### config.mk
export PLATFORM = sky130hd
export DESIGN_NAME = seg_score_decoder
export DESIGN_NICKNAME = d
export VERILOG_FILES = /design/src/rtl/seg_score_decoder_pkg.sv /design/src/rtl/seg_digit_decode.sv /design/src/rtl/seg_score_decoder.sv
export VERILOG_INCLUDE_DIRS = /design/src /design/src/rtl
export SDC_FILE = /design/constraint.sdc
export NUM_CORES = 1
export LEC_CHECK = 0
export CORE_ASPECT_RATIO = 2
export CORE_MARGIN = 5
export CORE_UTILIZATION = 47
export CTS_CLUSTER_DIAMETER = 100
export DETAILED_ROUTE_END_ITERATION = 6
export HOLD_SLACK_MARGIN = 0.06
export PLACE_DENSITY_LB_ADDON = 0.05
export SLEW_MARGIN = 20
export SYNTH_ARGS = -nofsm -noshare
export SYNTH_HDL_FRONTEND = slang
export SYNTH_SLANG_ARGS = --single-unit
### constraint.sdc
create_clock -name clk_i -period 2.4 [get_ports clk_i]
set_clock_uncertainty 0.1 [all_clocks]
set_input_delay 0.36 -clock clk_i [delete_from_list [all_inputs] [get_ports clk_i]]
set_output_delay 0.36 -clock clk_i [all_outputs]
set_load 0.02 [all_outputs]
### src/rtl/seg_patterns.vh
// Seven-segment digit patterns shared by the score display encoder and the readback decoder.
// Active-low segments in gfedcba order: a 0 bit lights the segment.
`ifndef SEG_PATTERNS_VH
`define SEG_PATTERNS_VH
localparam logic [6:0] SEG_0 = 7'b1000000;
localparam logic [6:0] SEG_1 = 7'b1111001;
localparam logic [6:0] SEG_2 = 7'b0100100;
localparam logic [6:0] SEG_3 = 7'b0110000;
localparam logic [6:0] SEG_4 = 7'b0011001;
localparam logic [6:0] SEG_5 = 7'b0010010;
localparam logic [6:0] SEG_6 = 7'b0000010;
localparam logic [6:0] SEG_7 = 7'b1111000;
localparam logic [6:0] SEG_8 = 7'b0000000;
localparam logic [6:0] SEG_9 = 7'b0010000;
`endif

### src/rtl/seg_score_decoder_pkg.sv
// Shared types and constants for the seven-segment score readback decoder.
package seg_score_decoder_pkg;

  `include "seg_patterns.vh"

  // Largest score the display can legally show.
  localparam int unsigned ScoreMax = 31;

  typedef enum logic [1:0] {
    StIdle,
    StQual,
    StHold
  } state_e;

endpackage

### src/rtl/seg_digit_decode.sv
// Combinational decode of one active-low seven-segment digit.
//   pattern_i : 7-bit active-low pattern, gfedcba order
//   digit_o   : decoded digit 0..9 (0 when illegal)
//   legal_o   : pattern is one of the ten digit glyphs
module seg_digit_decode
  import seg_score_decoder_pkg::*;
(
  input  logic [6:0] pattern_i,
  output logic [3:0] digit_o,
  output logic       legal_o
);

  always_comb begin
    digit_o = 4'd0;
    legal_o = 1'b1;
    case (pattern_i)
      SEG_0:   digit_o = 4'd0;
      SEG_1:   digit_o = 4'd1;
      SEG_2:   digit_o = 4'd2;
      SEG_3:   digit_o = 4'd3;
      SEG_4:   digit_o = 4'd4;
      SEG_5:   digit_o = 4'd5;
      SEG_6:   digit_o = 4'd6;
      SEG_7:   digit_o = 4'd7;
      SEG_8:   digit_o = 4'd8;
      SEG_9:   digit_o = 4'd9;
      default: legal_o = 1'b0;
    endcase
  end

endmodule

### src/rtl/seg_score_decoder.sv
// Readback monitor recovering the two-digit snake score from the display bus.
// A sampled pattern must repeat StableCycles times before it is decoded; legal
// values are offered on a valid/ready port, illegal ones pulse err and are counted.
//   clk_i, rst_ni : clock, asynchronous active-low reset
//   seg_in_i      : [13:7] tens, [6:0] units, active-low gfedcba
//   seg_valid_i   : sample strobe
//   out_ready_i   : consumer accepts score
//   out_valid_o   : decoded score held for the consumer
//   score_o       : decoded value 0..31
//   score_code_o  : score * 4, display driver input format
//   err_o         : one-cycle pulse per illegal qualified pattern
//   err_count_o   : saturating count of illegal patterns
module seg_score_decoder
  import seg_score_decoder_pkg::*;
#(
  parameter int unsigned StableCycles = 4,
  parameter int unsigned ErrW         = 8
) (
  input  logic            clk_i,
  input  logic            rst_ni,
  input  logic [13:0]     seg_in_i,
  input  logic            seg_valid_i,
  input  logic            out_ready_i,
  output logic            out_valid_o,
  output logic [4:0]      score_o,
  output logic [6:0]      score_code_o,
  output logic            err_o,
  output logic [ErrW-1:0] err_count_o
);

  localparam int unsigned CntW = (StableCycles > 1) ? $clog2(StableCycles + 1) : 1;

  state_e            state_q, state_d;
  logic [13:0]       cand_q, cand_d;
  logic [CntW-1:0]   cnt_q, cnt_d;
  logic [CntW-1:0]   cnt_inc;
  logic [4:0]        score_q, score_d;
  logic [4:0]        last_q, last_d;
  logic              last_ok_q, last_ok_d;
  logic              err_q, err_d;
  logic [ErrW-1:0]   err_cnt_q, err_cnt_d;

  logic [3:0]        tens_digit, units_digit;
  logic              tens_legal, units_legal;
  logic [6:0]        value;
  logic              value_legal;
  logic              decode_now;

  // Whenever a decode fires, the pattern being decoded equals the current
  // sample, so the digit decoders look straight at the bus.
  seg_digit_decode u_tens (
    .pattern_i (seg_in_i[13:7]),
    .digit_o   (tens_digit),
    .legal_o   (tens_legal)
  );

  seg_digit_decode u_units (
    .pattern_i (seg_in_i[6:0]),
    .digit_o   (units_digit),
    .legal_o   (units_legal)
  );

  assign value       = {3'b000, tens_digit} * 7'd10 + {3'b000, units_digit};
  // value <= 31 also bounds the tens digit to 0..3.
  assign value_legal = tens_legal && units_legal && (value <= 7'(ScoreMax));
  assign cnt_inc     = cnt_q + 1'b1;

  always_comb begin
    state_d    = state_q;
    cand_d     = cand_q;
    cnt_d      = cnt_q;
    score_d    = score_q;
    last_d     = last_q;
    last_ok_d  = last_ok_q;
    err_d      = 1'b0;
    err_cnt_d  = err_cnt_q;
    decode_now = 1'b0;

    unique case (state_q)
      StIdle: begin
        if (seg_valid_i) begin
          if (StableCycles == 1) begin
            decode_now = 1'b1;
          end else begin
            cand_d  = seg_in_i;
            cnt_d   = CntW'(1);
            state_d = StQual;
          end
        end
      end
      StQual: begin
        if (seg_valid_i) begin
          if (seg_in_i == cand_q) begin
            if (cnt_inc == CntW'(StableCycles)) begin
              decode_now = 1'b1;
            end else begin
              cnt_d = cnt_inc;
            end
          end else begin
            cand_d = seg_in_i;
            cnt_d  = CntW'(1);
          end
        end
      end
      StHold: begin
        // Bus is ignored here; sampling restarts the cycle after acceptance.
        if (out_ready_i) begin
          last_d    = score_q;
          last_ok_d = 1'b1;
          state_d   = StIdle;
        end
      end
      default: state_d = StIdle;
    endcase

    if (decode_now) begin
      if (!value_legal) begin
        err_d   = 1'b1;
        state_d = StIdle;
        if (err_cnt_q != '1) begin
          err_cnt_d = err_cnt_q + 1'b1;
        end
      end else if (last_ok_q && (value[4:0] == last_q)) begin
        // Same score as last delivered: nothing new to report.
        state_d = StIdle;
      end else begin
        score_d = value[4:0];
        state_d = StHold;
      end
    end
  end

  always_ff @(posedge clk_i or negedge rst_ni) begin
    if (!rst_ni) begin
      state_q   <= StIdle;
      cand_q    <= '0;
      cnt_q     <= '0;
      score_q   <= '0;
      last_q    <= '0;
      last_ok_q <= 1'b0;
      err_q     <= 1'b0;
      err_cnt_q <= '0;
    end else begin
      state_q   <= state_d;
      cand_q    <= cand_d;
      cnt_q     <= cnt_d;
      score_q   <= score_d;
      last_q    <= last_d;
      last_ok_q <= last_ok_d;
      err_q     <= err_d;
      err_cnt_q <= err_cnt_d;
    end
  end

  assign out_valid_o  = (state_q == StHold);
  assign score_o      = score_q;
  assign score_code_o = {score_q, 2'b00};
  assign err_o        = err_q;
  assign err_count_o  = err_cnt_q;

endmodule
Yosys cells after proc, flatten, opt, wreduce, memory -nomap -nowiden
Index checks and enable logic that the tools add are counted.
{"block": "word_totals", "output_inout_bits": 22, "register_bits": 39, "input_bits": 18, "elab_cells": 86}
{"block": "op_classes", "reduce_logical": 15, "n_mux": 25, "bitwise_logic": 2, "magnitude_cmp": 1, "n_addsub": 3, "n_mul": 1, "n_eq_ne": 31}
{"cell": "4-bit case mux with 9 select lines", "count": 2}
{"cell": "7-bit by 5-bit == test with 1-bit output, second input constant", "count": 6}
{"cell": "7-bit == test, second input constant", "count": 6}
{"cell": "14-bit two-way mux", "count": 3}
{"cell": "7-bit by 6-bit == test with 1-bit output, second input constant", "count": 4}
{"cell": "14-bit case mux with 2 select lines", "count": 1}
{"cell": "10-bit OR reduction", "count": 2}
{"cell": "14-bit == test", "count": 1}
{"cell": "7-bit by 2-bit == test with 1-bit output, second input constant", "count": 2}
{"cell": "7-bit logical NOT", "count": 2}
{"cell": "3-bit two-way mux", "count": 4}
{"cell": "2-bit two-way mux", "count": 5}
{"cell": "3-bit AND reduction", "count": 3}
{"cell": "8-bit by 1-bit adder with 8-bit output, second input constant", "count": 1}
{"cell": "1-bit two-way mux", "count": 8}
{"cell": "2-bit inequality test, second input constant", "count": 4}
{"cell": "8-bit inequality test, second input constant", "count": 1}
{"cell": "4-bit AND reduction", "count": 2}
{"cell": "7-bit by 4-bit adder with 7-bit output", "count": 1}
{"cell": "7-bit by 5-bit less-or-equal comparator with 1-bit output, second input constant", "count": 1}
{"cell": "4-bit by 3-bit multiplier with 6-bit output, second input constant", "count": 1}
{"cell": "3-bit inequality test, second input constant", "count": 2}
{"cell": "2-bit case mux with 3 select lines", "count": 1}
{"cell": "3-bit case mux with 2 select lines", "count": 1}
{"cell": "11 further kinds", "count": 14}

Logic depth before layout (Yosys ltp)
Gate-level depths: netlist (run 1).
{"block": "logic_depth", "ltp_word": 9, "depth_mapped": 15, "depth_no_buf": 13}

Hierarchy
From an unflattened synthesis (run 1), not the netlist that was laid out.
{"block": "unflattened", "hier_cells": 236, "area_unflattened_um2": 2601.2}
{"mod": "seg_score_decoder", "instances": 1, "area_each_um2": 2153.3, "seq_area_each_um2": 975.9, "cells_per_inst": 172}
{"mod": "seg_digit_decode", "instances": 2, "area_each_um2": 224.0, "seq_area_each_um2": 0.0, "cells_per_inst": 32}

Worst setup path before layout (run 1)
No wires, ideal clock.
{"block": "synth_timing", "kind": "input to register", "start": "input port seg_in_i[11]", "end": "register score_q[0], in the netlist score_o[0]", "arrival_time_ns": 3.335, "stages": 14, "n_path_buf": 2, "t_required_ns": 2.175, "setup_slack_ns": -1.160, "setup_time_ns": 0.125, "cell_sequence": "buf_2 -> nor2b_1 -> nand3b_1 -> o31ai_1 -> ha_1 -> ha_1 -> clkbuf_1 -> o21ai_0 -> a22oi_1 -> o221ai_1 -> a311o_1 -> nor2_1 -> o311a_4 -> mux2_4"}
{"block": "synth_via", "elab_chain_len": 8, "word_cells_on_any_way": 26, "cone_classes": "add/sub: 1; mul: 1; order compare: 1; eq/ne: 11; mux: 5; bitwise: 1; reduce/logical: 6"}
{"element": "start: declaration", "line": "seg_score_decoder.sv:21", "rtl": "input logic [13:0] seg_in_i,"}
{"element": "branches (longest 7 deep; another with 7-bit by 4-bit adder with 7-bit output)"}
{"element": "3-bit AND reduction (no line) *"}
{"element": "end signal: assignment", "line": "seg_score_decoder.sv:147", "rtl": "score_q <= score_d;"}
{"element": "end: declaration", "line": "seg_score_decoder.sv:37", "rtl": "logic [4:0] score_q, score_d;"}
Mark *: on every way between the ends.
A chain may end at the register's enable or synchronous reset.

Worst setup path in the final report (run 1)
{"block": "layout_timing", "start": "input port seg_in_i[8]", "end": "register err_cnt_q[5], in the netlist err_count_o[5]"}
{"block": "layout_via", "elab_chain_len": 8, "word_cells_on_any_way": 24, "cone_classes": "add/sub: 1; mul: 1; order compare: 1; eq/ne: 10; mux: 5; bitwise: 1; reduce/logical: 5"}
{"element": "7-bit by 5-bit == test with 1-bit output (tied with other cells)", "line": "seg_digit_decode.sv:16", "rtl": "case (pattern_i)"}
{"element": "4-bit case mux with 9 select lines", "line": "seg_digit_decode.sv:16"}
{"element": "4-bit by 3-bit multiplier with 6-bit output", "line": "seg_score_decoder.sv:63", "rtl": "assign value = {3'b000, tens_digit} * 7'd10 + {3'b000, units_digit};"}
{"element": "7-bit by 4-bit adder with 7-bit output", "line": "seg_score_decoder.sv:63"}
{"element": "7-bit by 5-bit less-or-equal comparator with 1-bit output", "line": "seg_score_decoder.sv:65", "rtl": "assign value_legal = tens_legal && units_legal && (value <= 7'(ScoreMax));"}
{"element": "1-bit logical AND", "line": "seg_score_decoder.sv:65"}
{"element": "1-bit NOT (no line)"}
{"element": "3-bit AND reduction (no line) *"}
{"element": "end signal: assignment", "line": "seg_score_decoder.sv:151", "rtl": "err_cnt_q <= err_cnt_d;"}
{"element": "end: declaration", "line": "seg_score_decoder.sv:41", "rtl": "logic [ErrW-1:0] err_cnt_q, err_cnt_d;"}
Mark *: on every way between the ends. The rest lies on a longest branch, timed or not.

==> summary.md, run 1 <==
| Metric | Value |
|---|---|
| Startpoint types | primary input |
| Tmin final | approximately 3.2 ns |
| Count of final setup violators | 15 |
| Gr usage total | between 15 and 20% |
| Critical Path Sink Type | flop |
| Final Hold Fails | 0 |
| H-tree Lvls | 2 |
| Post-synth EDFFs | 0 |
| RSZ-0062 raised after global routing | true |
| Setup_tns | -12.29 ns |
| Die area | ~7400 sq um |
| RePlAce Congestion | a little under 0.8 |
| R2R Path Start | cand_q[7] |
| Initial Utilization | a little under half |
| Post-synth top flop | dfrtp_1 |
| Synth Warn # | 0 |
| Tot Pwr | 1.62 mW |
| Clk Latency, worst-skew pair | 0.28 ns |
| Vias in the first global route | 2492 |
| Final WL | 6660 um |
| Worst EP required | about 2.5 ns |
| Post-synth top area share | approximately 36% |
| Crit path DAT | approximately 3.3 ns |
| I/O Buffers | 37 |
| Clock Pin Slew Worst Setup and Hold Paths | 0.05 ns |
| WS Path Type | primary input to flop |
| Asr flop ratio synth | 100% |
| Vias per inst | between 5 and 6 |
| Layout Nets | about 380 |
| Status | finished, violations left |
| Core area | 5660 sq um |
| Part of the Yosys area used for sequential elements | between 30% and 40% |
| Reg2reg end | score_o[3] |
| Residual DRC count | 0 |
| Ranking of synthesized cells by area | dfrtp_1 (36%), mux2_2 (8.4%), xor2_1 (5.5%) |
| IO Count | 40 |
| LEAKAGE | 1.77 nW |
| Antenna Cells | 0 |
| Max cap viols | 0 |
| Worst Setup SP | seg_in_i[8] |
| Worst setup endpoint | err_count_o[5] |
| Least-Margin Pin Slew | 0.879 ns |
| Part of the cycle the worst path needs | 135% |
| Final Max Slew Viols | 0 |
| Setup ws final | -0.847 ns |
| Synth Register Bits | 39 |
| Failing checks | setup timing |
| FMAX | 308 MHz |
| Synth area leader | dfrtp_1 |
| Via count | about 2.3k |
| Synthesized area per cell | ~11 sq um |
| R2r setup slk | ~0.070 ns |
| Area of the mapped netlist | 2690 sq um |
| Worst-case reg-to-reg path depth | 8 |
| Drt first pass iters | 4 |
| Clock Path Buffers | 2 |
| CTS Root Cell | clkbuf_16 |
| Initial antenna violation count | 0 |
| Initial DRC count | 57 |
| Share of layout cells above drive strength 1 | 42.1% |
| TritonCTS buffer count | 5 |
| Die span in x | roughly 64 um |
| Netlist cell types | 64 |
| DR WL/cell | about 16 um |
| CP Max Fanout | 6 |
| CTS sink count | 39 |
| Antenna Nets Post-Route | 0 |
| Worst slew margin | between 40 and 50% |
| Hold crit path type | primary input to async pin |
| Cell Rows | 39 |
| CTS tree | done |
| GR Overflow Total | 0 |
| Largest net degree at the start of global routing | 40 |
| Syn Inst Count | 255 |
| Setup WS pre-CTS | -1.66 ns |
| Hpwl dp | approximately 5200 um |
| Power density cells | about 420 nW/um^2 |
| Area grow syn2layout | 42.0% |
| Worst vdd ir | approximately 0.00063 V |
| Die H | between 100 and 150 um |
| First-pass GRT wire length | 11600 um |
==> sequential cells by signal (all words and copies together) (netlist names) <==
signal       cells
cnt_q            3
cand_q          14
err_o            1
last_ok_q        1
score_o          5
state_q          2
err_count_o      8
last_q           5
==> where the power goes <==
| part | switching [mW] | leakage, nW | internal, mW |
|---|---|---|---|
| Sequential | 0.0168 | 0.503 | 0.683 |
| Combinational | 0.138 | 1.21 | 0.158 |
| Clock | 0.246 | 0.0618 | 0.373 |
| Total | 0.401 | 1.77 | 1.21 |
==> Yosys cell counts (2+ instances only) <==
| cell | count |
|---|---|
| a21o_2 | 2 |
| ha_1 | 8 |
| nand3_1 | 6 |
| dfrtp_1 | 39 |
| nor2_1 | 12 |
| and3b_1 | 2 |
| buf_6 | 3 |
| xnor2_1 | 15 |
| xor2_1 | 17 |
| and4b_1 | 2 |
| o21ai_0 | 9 |
| nor4b_2 | 2 |
| nand2b_1 | 2 |
| nor4_1 | 3 |
| nor3b_1 | 4 |
| inv_1 | 7 |
| nor2b_1 | 4 |
| a22oi_2 | 2 |
| nand2_1 | 17 |
| nand3_2 | 2 |
| nor3_1 | 10 |
| mux2_2 | 20 |
| a21oi_1 | 2 |
| a31oi_1 | 2 |
| nand4_1 | 7 |
| buf_4 | 9 |
| nand4b_1 | 2 |
| buf_2 | 4 |
| mux2_4 | 6 |
==> layout make-up <==
| type | count | area, sq um |
|---|---|---|
| fillers | 509 | 1840 |
| clock inverters | 1 | 7.51 |
| repair buffers | 109 | 928 |
| well taps | 61 | 76.3 |
| flip-flops and latches | 39 | 976 |
| inverters | 7 | 26.3 |
| multi-input cells | 193 | 1680 |
| clock buffers | 5 | 125 |
==> cell usage in the layout (no fill, tap or decap), drive strengths merged, types with 2 or more instances in the layout <==
| cell | netlist | layout |
|---|---|---|
| nor4b | 3 | 3 |
| nand2b | 2 | 2 |
| and3b | 2 | 2 |
| o211ai | 2 | 2 |
| a31oi | 2 | 2 |
| xor2 | 17 | 17 |
| nand2 | 17 | 17 |
| nor3 | 11 | 11 |
| a22oi | 3 | 3 |
| nand4b | 2 | 2 |
| o21ai | 10 | 10 |
| and4b | 2 | 2 |
| buf | 16 | 80 |
| xnor2 | 15 | 15 |
| nor2 | 14 | 14 |
| a21o | 3 | 3 |
| nor4 | 4 | 4 |
| nor2b | 4 | 4 |
| clkbuf | 2 | 5 |
| nand4 | 7 | 7 |
| nand3 | 8 | 8 |
| inv | 7 | 7 |
| dfrtp | 39 | 39 |
| nor3b | 5 | 5 |
| ha | 8 | 8 |
| mux2 | 26 | 26 |
| conb | 1 | 3 |
| dlygate4sd2 | 0 | 5 |
| a21oi | 3 | 3 |
| clkdlybuf4s50 | 0 | 24 |
==> stage by stage <==
stage / instance area [sq um] / hold slack [ns] / util (%) / cells
floorplan: 2770 / -0.0356 / - / 257
global route: 3820 / 0.170 / 67.6 / 415
finish: 3820 / 0.0923 / 67.6 / 415
detailed placement: 3570 / 0.381 / 63.0 / 403
CTS: 3800 / 0.121 / 67.1 / 415
global placement: 3570 / 0.366 / 63.0 / 403
==> worst min path at each step <==
stage                            end  cells past startpoint
after detailed placement  state_q[0]                      1
final                          err_o                      1
after global placement      cnt_q[2]                      2
after floorplan            cand_q[0]                      0
after CTS                  cand_q[3]                      1
after global routing       cand_q[3]                      1
==> per-layer routing <==
metal	global-route usage [%]	up-vias	routed length [um]	part of all wire [%]
met5	0	-	0	0
met3	3.82	9	180	2.7
li1	-	1113	-	-
met2	39.2	34	3920	59
met4	8.32	0	141	2.1
met1	19.5	1107	2420	36
==> what timing repair did <==
| action | 4_1_cts | 5_1_grt |
|---|---|---|
| hold buffers | 0 | 0 |
| gates resized for setup | 58 | 10 |
| setup endpoints to repair | 30 | 16 |
| setup buffers | 6 | 1 |
| pin swaps | 16 | 5 |
==> cell families after synthesis <==
family	Yosys count	share of synthesized area (%)
mux	27	12.1
flops	39	36.2
simple gates	86	19.9
other cells	1	0.139
xor+xnor	32	10.4
fa+ha+maj	9	4.46
compound gates	36	11.0
buf+inv	25	5.81
==> worst max-delay path: stages <==
cell      delay [ns]
buf_8           0.10
buf_6           0.11
nand3b_1        0.24
o31ai_4         0.24
ha_2            0.24
ha_4            0.13
fa_2            0.46
buf_6           0.14
buf_6           0.11
nor4b_4         0.12
a311o_1         0.35
buf_4           0.15
o21ai_4         0.18
buf_6           0.17
nor3_2          0.05
xor2_1          0.15
Note: power is estimated with default switching activity, not from simulation.
==> run 2, diff against run 1 <==
Settings changed: ABC_CLOCK_PERIOD_IN_PS from default to 2400, HOLD_SLACK_MARGIN 0.06 to 0.08.
==> results of run 2 <==
No change in the layout: final DEF, timing and power equal those of run 1.
